`src/rtl/scalar_writeback_arbiter.sv`:
```
// scalar_writeback_arbiter
//
// Write-back stage feeding the single write port of the 16x32 scalar
// register bank. Load returns (never stalled) and ALU results (valid/ready)
// are merged into at most one registered write per cycle. ALU results that
// cannot be written right away wait in a 2-entry in-order FIFO. A 16-bit
// pending-load scoreboard is kept for the hazard logic, and a sticky flag
// records protocol violations.
//
// Ports
//   clk, rst        : clock, synchronous active-high reset
//   aluValid/aluAddr/aluData : ALU result offer; taken when aluValid && aluReady
//   aluReady        : FIFO has room (combinational from the count register)
//   memValid/memAddr/memData : load return, must be written this cycle
//   ldIssue/ldAddr  : load issued this cycle and its destination register
//   wEn_SR/regsAddr3/regsWriteData : registered register-bank write port
//   pendingMask     : registered scoreboard, bit i = load outstanding to ri
//   idle            : FIFO empty and no loads outstanding
//   protoErr        : sticky protocol-error flag, cleared only by rst

module scalar_writeback_arbiter #(
    parameter int DEPTH = 2
) (
    input  logic        clk,
    input  logic        rst,
    input  logic        aluValid,
    input  logic [3:0]  aluAddr,
    input  logic [31:0] aluData,
    output logic        aluReady,
    input  logic        memValid,
    input  logic [3:0]  memAddr,
    input  logic [31:0] memData,
    input  logic        ldIssue,
    input  logic [3:0]  ldAddr,
    output logic        wEn_SR,
    output logic [3:0]  regsAddr3,
    output logic [31:0] regsWriteData,
    output logic [15:0] pendingMask,
    output logic        idle,
    output logic        protoErr
);

    localparam logic [1:0] FULL_CNT = 2'(DEPTH);

    // Registered state
    logic [1:0]  count_r;
    logic [3:0]  fifo_addr_r [2];
    logic [31:0] fifo_data_r [2];
    logic [15:0] pend_r;
    logic        proto_err_r;
    logic        wen_r;
    logic [3:0]  waddr_r;
    logic [31:0] wdata_r;

    // Combinational decisions
    logic        alu_ready_s;
    logic        accept_s;
    logic        sel_valid_s;
    logic [3:0]  sel_addr_s;
    logic [31:0] sel_data_s;
    logic        push_s;
    logic        pop_s;
    logic [1:0]  wr_pos_s;
    logic [1:0]  count_next_s;
    logic [3:0]  fifo_addr_next_s [2];
    logic [31:0] fifo_data_next_s [2];
    logic [15:0] pend_next_s;
    logic        err_ld_s;
    logic        err_mem_s;
    logic        err_alu_s;

    assign alu_ready_s = !rst && (count_r < FULL_CNT);
    assign accept_s    = aluValid && alu_ready_s;

    // Write-source selection: load return, then FIFO head, then ALU bypass
    always_comb begin
        sel_valid_s = 1'b0;
        sel_addr_s  = 4'd0;
        sel_data_s  = 32'd0;
        push_s      = 1'b0;
        pop_s       = 1'b0;
        if (memValid) begin
            sel_valid_s = 1'b1;
            sel_addr_s  = memAddr;
            sel_data_s  = memData;
            push_s      = accept_s;
        end else if (count_r != 2'd0) begin
            sel_valid_s = 1'b1;
            sel_addr_s  = fifo_addr_r[0];
            sel_data_s  = fifo_data_r[0];
            pop_s       = 1'b1;
            push_s      = accept_s;
        end else if (accept_s) begin
            // Empty FIFO and no load return: the ALU result goes straight out
            sel_valid_s = 1'b1;
            sel_addr_s  = aluAddr;
            sel_data_s  = aluData;
        end else begin
            sel_valid_s = 1'b0;
        end
    end

    // FIFO next state: slot 0 is always the head, a pop shifts slot 1 down
    always_comb begin
        fifo_addr_next_s[0] = fifo_addr_r[0];
        fifo_addr_next_s[1] = fifo_addr_r[1];
        fifo_data_next_s[0] = fifo_data_r[0];
        fifo_data_next_s[1] = fifo_data_r[1];
        // A push lands behind whatever survives this cycle's pop
        wr_pos_s     = count_r - {1'b0, pop_s};
        count_next_s = count_r + {1'b0, push_s} - {1'b0, pop_s};
        if (pop_s) begin
            fifo_addr_next_s[0] = fifo_addr_r[1];
            fifo_data_next_s[0] = fifo_data_r[1];
        end else begin
            fifo_addr_next_s[0] = fifo_addr_r[0];
            fifo_data_next_s[0] = fifo_data_r[0];
        end
        if (push_s) begin
            case (wr_pos_s)
                2'd0: begin
                    fifo_addr_next_s[0] = aluAddr;
                    fifo_data_next_s[0] = aluData;
                end
                2'd1: begin
                    fifo_addr_next_s[1] = aluAddr;
                    fifo_data_next_s[1] = aluData;
                end
                default: begin
                    fifo_addr_next_s[1] = fifo_addr_r[1];
                end
            endcase
        end else begin
            fifo_addr_next_s[1] = fifo_addr_r[1];
        end
    end

    // Scoreboard update: clear on load return, then set on issue so set wins
    always_comb begin
        pend_next_s = pend_r;
        if (memValid) begin
            pend_next_s[memAddr] = 1'b0;
        end else begin
            pend_next_s = pend_r;
        end
        if (ldIssue) begin
            pend_next_s[ldAddr] = 1'b1;
        end else begin
            pend_next_s[15:0] = pend_next_s[15:0];
        end
    end

    // Protocol checks against the scoreboard as it stood at the start of the cycle
    assign err_ld_s  = ldIssue && pend_r[ldAddr] && !(memValid && (memAddr == ldAddr));
    assign err_mem_s = memValid && !pend_r[memAddr];
    assign err_alu_s = accept_s && pend_r[aluAddr];

    // State and registered write-port update
    always_ff @(posedge clk) begin
        if (rst) begin
            count_r        <= 2'd0;
            fifo_addr_r[0] <= 4'd0;
            fifo_addr_r[1] <= 4'd0;
            fifo_data_r[0] <= 32'd0;
            fifo_data_r[1] <= 32'd0;
            pend_r         <= 16'd0;
            proto_err_r    <= 1'b0;
            wen_r          <= 1'b0;
            waddr_r        <= 4'd0;
            wdata_r        <= 32'd0;
        end else begin
            count_r        <= count_next_s;
            fifo_addr_r[0] <= fifo_addr_next_s[0];
            fifo_addr_r[1] <= fifo_addr_next_s[1];
            fifo_data_r[0] <= fifo_data_next_s[0];
            fifo_data_r[1] <= fifo_data_next_s[1];
            pend_r         <= pend_next_s;
            proto_err_r    <= proto_err_r | err_ld_s | err_mem_s | err_alu_s;
            wen_r          <= sel_valid_s;
            // Address and data hold their last value when nothing is written
            if (sel_valid_s) begin
                waddr_r <= sel_addr_s;
                wdata_r <= sel_data_s;
            end else begin
                waddr_r <= waddr_r;
                wdata_r <= wdata_r;
            end
        end
    end

    assign aluReady      = alu_ready_s;
    assign wEn_SR        = wen_r;
    assign regsAddr3     = waddr_r;
    assign regsWriteData = wdata_r;
    assign pendingMask   = pend_r;
    assign protoErr      = proto_err_r;
    assign idle          = (count_r == 2'd0) && (pend_r == 16'd0);

endmodule

```
`config.mk`:
```
export PLATFORM = sky130hd
export DESIGN_NAME = scalar_writeback_arbiter
export DESIGN_NICKNAME = d
export VERILOG_FILES = /design/src/rtl/scalar_writeback_arbiter.sv
export SDC_FILE = /design/constraint.sdc
export NUM_CORES = 1
export LEC_CHECK = 0
export ABC_CLOCK_PERIOD_IN_PS = 3100
export BUFFER_PORTS_ARGS = -buffer_cell sky130_fd_sc_hd__clkbuf_2
export CORE_MARGIN = 1
export CORE_UTILIZATION = 42
export CTS_CLUSTER_SIZE = 40
export DETAILED_ROUTE_END_ITERATION = 8
export PLACE_DENSITY_LB_ADDON = 0.1
export REMOVE_ABC_BUFFERS = 1
export SETUP_SLACK_MARGIN = 0.5
export SLEW_MARGIN = 40
export SYNTH_ARGS = -nofsm -noshare
export SYNTH_HDL_FRONTEND = slang
export SYNTH_SLANG_ARGS = --single-unit
```
`constraint.sdc`:
```
create_clock -name clk -period 3.1 [get_ports clk]
set_clock_uncertainty 0.05 [all_clocks]
set_input_delay 0.465 -clock clk [delete_from_list [all_inputs] [get_ports clk]]
set_output_delay 0.465 -clock clk [all_outputs]
set_load 0.005 [all_outputs]
```
After elaboration in Yosys (flattened, before gate mapping)
Memories as Yosys holds them, arrays and structs flattened.
Cells that the tools add are included.
Widths: inputs -> output; s select.
{"block": "classes", "n_addsub": 3, "magnitude_cmp": 6, "n_eq_ne": 2, "n_mux": 41, "bitwise": 10, "n_reduce_logical": 17}
{"op": "$mux 32", "count": 8}
{"op": "$mux 64", "count": 1}
{"op": "$mux 4", "count": 10}
{"op": "$mux 16", "count": 2}
{"op": "$and 16x16->16", "count": 1}
{"op": "$logic_not 16->1", "count": 1}
{"op": "$not 16->16", "count": 1}
{"op": "$or 16x16->16", "count": 1}
{"op": "$lt 4x5->1 const B", "count": 3}
{"op": "$mux 1", "count": 15}
{"op": "$bmux 1 s4", "count": 3}
{"op": "$logic_and 1x1->1", "count": 10}
{"op": "$demux 1 s4", "count": 2}
{"op": "$ge 4x1->1 const B", "count": 2}
{"op": "$or 1x1->1", "count": 7}
{"op": "$eq 4x4->1", "count": 1}
{"op": "$logic_not 2->1", "count": 2}
{"op": "$sub 2x1->2", "count": 2}
{"op": "$logic_not 1->1", "count": 3}
{"op": "$add 2x1->2", "count": 1}
{"op": "$eq 2x1->1 const B", "count": 1}
{"op": "$lt 2x2->1 const B", "count": 1}
{"op": "$reduce_bool 2->1", "count": 1}
{"block": "word_totals", "regBits": 56, "ramBits": 72, "input_bits": 81, "out_inout_bits": 56, "elab_cells": 87, "n_memories": 2}
{"memory": "fifo_data_r", "words": 2, "width": 32, "rd": 2, "rd_clocked_by_memory_dff": 0, "write_ports": 2, "line": "48", "rtl": "logic [31:0] fifo_data_r [2];"}
{"memory": "fifo_addr_r", "words": 2, "width": 4, "rd": 2, "rd_clocked_by_memory_dff": 0, "write_ports": 2, "line": "47", "rtl": "logic [3:0] fifo_addr_r [2];"}

Depth between registers and ports, before layout
Gate-level depths: netlist (run 1).
{"block": "depth", "depth_word": 9, "ltp_mapped": 13, "depth_no_buf": 8}

Worst setup path after synthesis (run 1)
No wires, ideal clock.
{"block": "synth_timing", "kind": "flip-flop to flip-flop", "startpoint": "register count_r[1]", "endpoint": "memory fifo_data_r[1][1] (netlist: fifo_data_r[0][33])", "setup_time_ps": 128, "t_arrival_ps": 2133, "t_required_ps": 2922, "slack_ps": 789, "stages_incl_launch_ff": 13, "cell_sequence": "dfxtp_1 or2_1 buf_6 nand2b_1 buf_6 inv_4 buf_4 ha_1 and3b_1 buf_6 buf_8 mux2i_1 nor2_1"}
{"item": "from (decl)", "line": "46", "rtl": "logic [1:0] count_r;"}
{"item": "from (signal assigned)", "line": "172", "rtl": "count_r <= count_next_s;"}
{"item": "to (decl)", "line": "48"}

Final worst setup path (run 1)
{"block": "layout_timing", "startpoint": "register count_r[1]", "endpoint": "output port idle"}
{"block": "layout_via", "elab_chain_len": 2}
{"item": "$logic_not 2->1", "line": "197", "rtl": "assign idle = (count_r == 2'd0) && (pend_r == 16'd0);"}
{"item": "$logic_and 1x1->1", "line": "197"}
{"item": "to (decl)", "line": "39", "rtl": "output logic idle,"}
No other way between the ends.

==> results of run 1 <==
[worst max-delay path: stages, from the launching register on]
cell and delay (ns):
dfxtp_1 0.35, or2_2 0.33, buf_4 0.36, nor3_1 0.33, clkbuf_2 0.17
[per-layer routing]
| metal | wire length (um) | vias to the layer above | global-route usage, % |
|---|---|---|---|
| met2 | 7780 | 150 | 35.9 |
| met5 | 0 | - | 0 |
| met3 | 812 | 15 | 4.98 |
| li1 | - | 2819 | - |
| met4 | 246 | 0 | 8.15 |
| met1 | 7870 | 2671 | 28.7 |
[cell usage after synthesis, drive strengths merged (3+ instances only)]
master / count
ha: 3
mux4: 10
nor2: 87
nand3: 12
a311oi: 36
nor4: 3
a31oi: 3
nor3: 5
nand2b: 5
o21ai: 51
clkbuf: 25
a211oi: 3
a21oi: 52
mux2i: 74
dfxtp: 128
nor2b: 5
inv: 3
xor2: 4
buf: 38
nand2: 188
[cells by family (layout without fill, tap and decap cells)]
| logic type | after synthesis | in the layout | synth area share [%] |
|---|---|---|---|
| AO/OA/AOI/OAI | 148 | 148 | 14.3 |
| XOR/XNOR | 6 | 6 | 0.836 |
| adder cells (fa/ha/maj) | 3 | 3 | 0.597 |
| buffers and inverters | 66 | 184 | 6.78 |
| flip-flops | 128 | 128 | 40.7 |
| multiplexers | 84 | 84 | 15.4 |
| other | 0 | 1 | 0 |
| AND/OR/NAND/NOR | 319 | 319 | 21.3 |
[layout make-up]
cell class / instances / area, um2
Tap cell: 184 / 230
Multi-Input combinational cell: 560 / 3300
Inverter: 3 / 13.8
Sequential cell: 128 / 2560
Timing Repair Buffer: 150 / 801
Fill cell: 1398 / 7100
Clock buffer: 27 / 533
Clock inverter: 4 / 47.5
Antenna cell: 1 / 2.50
[placed cells by master, fill, tap and decap left out, types with 3 or more instances in the layout]
cell / n
a211oi_1: 3
a21oi_1: 52
a311oi_1: 36
a31oi_1: 3
buf_4: 14
clkbuf_1: 3
clkbuf_16: 17
clkbuf_2: 135
clkbuf_8: 7
dfxtp_1: 128
ha_1: 3
mux2i_1: 74
mux4_2: 10
nand2_1: 188
nand2b_1: 4
nand3_1: 11
nor2_1: 84
nor2b_1: 5
nor4_1: 3
o21ai_0: 50
xor2_1: 4
[per-stage QoR]
stage | hold WS [ns] | setup WS (ns) | std cells
CTS | 0.260 | 0.590 | 1056
global route | 0.285 | 0.537 | 1056
floorplan | 0.392 | -2.12 | 691
detailed placement | 0.394 | 0.818 | 1025
global placement | 0.386 | 0.898 | 1025
finish | 0.276 | 0.618 | 1057
[power breakdown]
part           total, mW  switching [mW]  leakage (nW)  internal, mW
clock               1.95           0.703         0.285          1.25
sequential          1.97           0.115          1.04          1.86
combinational       1.51           0.905          1.67         0.602
[registers in the layout (all words and copies together), names as in the netlist]
register / cells
fifo_data_r: 64
pendingMask: 16
fifo_addr_r: 8
wEn_SR: 1
count_r: 2
regsWriteData: 32
protoErr: 1
regsAddr3: 4
[path summary, 6_finish.rpt]
kind | startpoint | end | slack, ns | depth (start not counted)
max | count_r[1] | idle | 0.62 | 4
min | aluData[4] | fifo_data_r[0][36] | 0.28 | 3
max reg2reg | count_r[1] | count_r[0] | 0.82 | 7
min reg2reg | regsWriteData[21] | regsWriteData[21] | 0.40 | 2
==> impl_metrics.toml, run 1 <==
[die]
dieArea_um2 = 15500
core_area_um2 = 14600
pin_count = 137
die_height_um = 124
rows = 44
initial_core_util_pct = 43.1
die_w_um = 124

[critical_path]
critPathCaptureType = "output pin"
critPathLaunchType = "register"
cp_max_fo = 40
crit_type = "register to output pin"
cp_data_required_time_ns = 2.58
crit_arrival_ns = 1.97

[cts]
cts.repair.resized = 0
clockBufferDepth = 2
cts_tree = "built"
cts.sink_count = 128
cts_hold_buf = 0
numCtsBuffers = 17
clk_latency_ns = 0.41
htreeDepth = 4
clk_pin_slew_ns = 0.05
root_buffer = "clkbuf_16"
cts_setup_buffers = 0

[sta]
final_max_slew_viol_count = 0
worst_pin_slew_ns = 0.829
totalNegativeSetupSlack_ns = 0
hold_viol_final = 0
rsz0062_at_grt = "false"
post-route-min-period_ns = 2.48
max_freq_mhz = 403
setup_viol = 0
fin_crit_sh_pct = 80.1
max_slew_margin_pct = 44.7

[logic_synthesis]
ys_seq_elements = 128
yosys.area.top_type = "dfxtp_1"
ys_async_sr_fraction_pct = 0
syn_inst = 754
netlist.area_leader.share_pct = 40.7
synth_cell_types = 45
synth_warnings = 0
synth-main-ff-cell = "dfxtp_1"
synth_edf_count = 0
synthTopCellsByArea = "dfxtp_1 (41%), mux2i_1 (12%), nand2_1 (11%)"
syn_avg_cell_area_um2 = 8.34
ys_seq_area_share_pct = 40.7
synth_area_um2 = 6290

[drt]
via_per_inst = 5.35
drt-pass1-iter-count = 5
drc = 0
dr_total_vias = 5655
routed_wirelength_um = 16700
drtIter0Drc = 335
drtAntennaViolNets = 0
wl_per_cell_um = 15.8

[placed_design]
place.gp.congestion = 0.838
portBuffers = 136
dp_hpwl_um = 10800
dpl_cell_area_um2 = 6910

[grt]
grt_first_pass_wirelength_um = 27600
gr-usage-all-layers_pct = 22.1
grt_max_degree = 79
grt.overflow.total = 0
grt_pass1_vias = 5495
grt_antenna_before_repair = 1

[run]
drv_cap = 0

[power]
leakagePower_nw = 3.00
ir_drop_uv = 425
power.density_nw_per_um2 = 724
finalPower_mw = 5.43

[layout]
finalInstanceArea_um2 = 7490
drive_gt1_share_pct = 22.9
nets = 944
fin_util_pct = 51.4
layout-area-overhead-vs-synth_pct = 19.2

[run_status]
status = "finished clean"

[hold_path]
hold_path.class = "input pin to register"
Power figures use the tool's default switching activity.
==> run 2: changes to the inputs <==
ABC_CLOCK_PERIOD_IN_PS = 2500   (was 3100)
clock period = 2.5 ns   (was 3.1 ns; I/O delays follow)
==> run 2 against run 1 <==
Net effect:
- first-iteration DRC count rose by 7.5%
- flip-flop and latch count did not move
- utilization rose by 2.0 points
- sequential power rose by 24%
- critical endpoint unchanged
- worst hold slack got worse by 0.091 ns
- combinational power rose by 42%
- critical path type unchanged
- critical path depth fell by 1
- wire length rose by 7.3%
==> impl_metrics.toml, run 2 (synthesis gave the netlist of run 1 again) <==
[critical_path]
cp_max_fo = 6
crit_type = "register to output pin"
critPathLaunchType = "register"
crit_buf_inv = 1
crit_arrival_ns = 1.62
cp_slowest_cell = "or4_4"
path_cells = "or4_4, nor3_4, clkbuf_2"
cp_slowest_stage_delay_ns = 0.55
crit_family = "simple AND/OR/NAND/NOR gates"
cp_data_required_time_ns = 2.08
critPathCaptureType = "output pin"

[power]
p_clk_share_pct = 33.6
internal-power_mw = 4.65
ir_drop_uv = 586
leakagePower_nw = 3.11
pwr-share-comb_pct = 31.0
switching_share_pct = 32.6
power.switching_mw = 2.25
power.density_nw_per_um2 = 887
p_seq_share_pct = 35.4

[cts]
clk_latency_ns = 0.42
clockBufferDepth = 2
numCtsBuffers = 17
cts.sink_count = 128
root_buffer = "clkbuf_16"
clk_pin_slew_ns = 0.06
cts_hold_buf = 0
htreeDepth = 4
cts_tree = "built"

[grt]
grt_first_pass_wirelength_um = 28200
gr-usage-all-layers_pct = 22.8
grt.overflow.total = 0
grt_antenna_before_repair = 1
grt_max_degree = 73
grt_pass1_vias = 5388

[hold_path]
hold_path.class = "input pin to register"

[run]
drv_cap = 0

[placed_design]
dp_hpwl_um = 11200
dp.cells = 1027
place.gp.congestion = 0.878
place_ws_ns = 0.403
portBuffers = 136
dpl_cell_area_um2 = 6940

[sta]
totalNegativeSetupSlack_ns = 0
worst_pin_slew_ns = 0.790
hold_viol_final = 0
setup_viol = 0
fin_crit_sh_pct = 81.9
post-route-min-period_ns = 2.05
max_slew_margin_pct = 47.3
final_max_slew_viol_count = 0
max_freq_mhz = 489
rsz0062_at_grt = "true"
worst_slack_ns = 0.453

[die]
core_area_um2 = 14600
die_height_um = 124
rows = 44
dieArea_um2 = 15500
pin_count = 137
initial_core_util_pct = 43.1
die_w_um = 124

[layout]
drive_gt1_share_pct = 26.2
final_common_cell = "nand2_1"
final_cells = 1068
largest_register_ffs = 64
top_register = "fifo_data_r"
nets = 954
most-common-layout-cells = "nand2_1 (188), clkbuf_2 (135), dfxtp_1 (118)"
layout-area-overhead-vs-synth_pct = 23.7
finalInstanceArea_um2 = 7780

[drt]
dr_total_vias = 5761
routed_wirelength_um = 17900
drt-pass1-iter-count = 5
drc = 0
drtAntennaViolNets = 0
via_per_inst = 5.39
drtIter0Drc = 360
wl_per_cell_um = 16.8

[run_status]
status = "finished clean"
-- run 2: changes by cell type in the layout (fill, tap and decap cells not counted), moves of 2 or more --
cell | previous run | this run
mux2i_1 | 74 | 72
dfxtp_1 | 128 | 118
buf_6 | 0 | 2
clkbuf_16 | 17 | 20
nor4_1 | 3 | 0
mux2i_2 | 0 | 2
clkinv_2 | 2 | 5
dfxtp_2 | 0 | 9
buf_12 | 1 | 6
nor4_2 | 0 | 3
-- run 2: worst paths after layout --
kind	start	end	slack, ns	cells past startpoint
max	pendingMask[13]	idle	0.45	3
min	aluData[23]	fifo_data_r[0][55]	0.19	3
max reg2reg	count_r[1]	fifo_data_r[0][43]	0.52	10
min reg2reg	regsWriteData[21]	regsWriteData[21]	0.40	2
-- run 2: area by class of cell --
cell class                 instances  area (um2)
sequential                       128        2580
inverter                           3        13.8
antenna                            1        2.50
fill                            1366        6810
clock buffer                      27         533
tap                              184         230
multi-input combinational        560        3380
timing repair buffer             160        1020
clock inverter                     5        25.0
-- run 2: power by group through the flow --
| stage | combinational [mW] | clock [mW] | sequential, mW |
|---|---|---|---|
| detailed placement | 1.90 | 0 | 2.49 |
| global route | 2.32 | 2.46 | 2.48 |
| floorplan | 1.20 | 0 | 2.47 |
| global placement | 1.88 | 0 | 2.47 |
| finish | 2.14 | 2.32 | 2.44 |
| CTS | 2.03 | 2.37 | 2.44 |
-- run 2: timing repair --
item / CTS / global route
setup buffers: 3 / 1
endpoints found under the setup margin: 83 / 73
gates resized for setup: 21 / 17
cloned: 1 / 3
pin swaps: 4 / 6
-- run 2: tightest hold or removal path: cells and delay by family --
kind / cells / cell delay (ns)
mux: 1 / 0.07
buf+inv: 1 / 0.11
simple gates: 1 / 0.07
-- run 2: layer usage --
metal	part of all wire (%)	global-route usage, %
met4	1.2	8.08
met5	0	0
met1	47	31.0
met2	47	35.7
met3	5.0	4.60
-- run 2: metrics by stage --
stage | power (mW) | util [%] | hold slack (ns)
2_1_floorplan | 3.67 | - | 0.392
3_3_place_gp | 4.35 | 47.6 | 0.388
3_5_place_dp | 4.39 | 47.6 | 0.394
4_1_cts | 6.85 | 52.3 | 0.168
5_1_grt | 7.26 | 53.3 | 0.174
6_report | 6.90 | 53.3 | 0.185
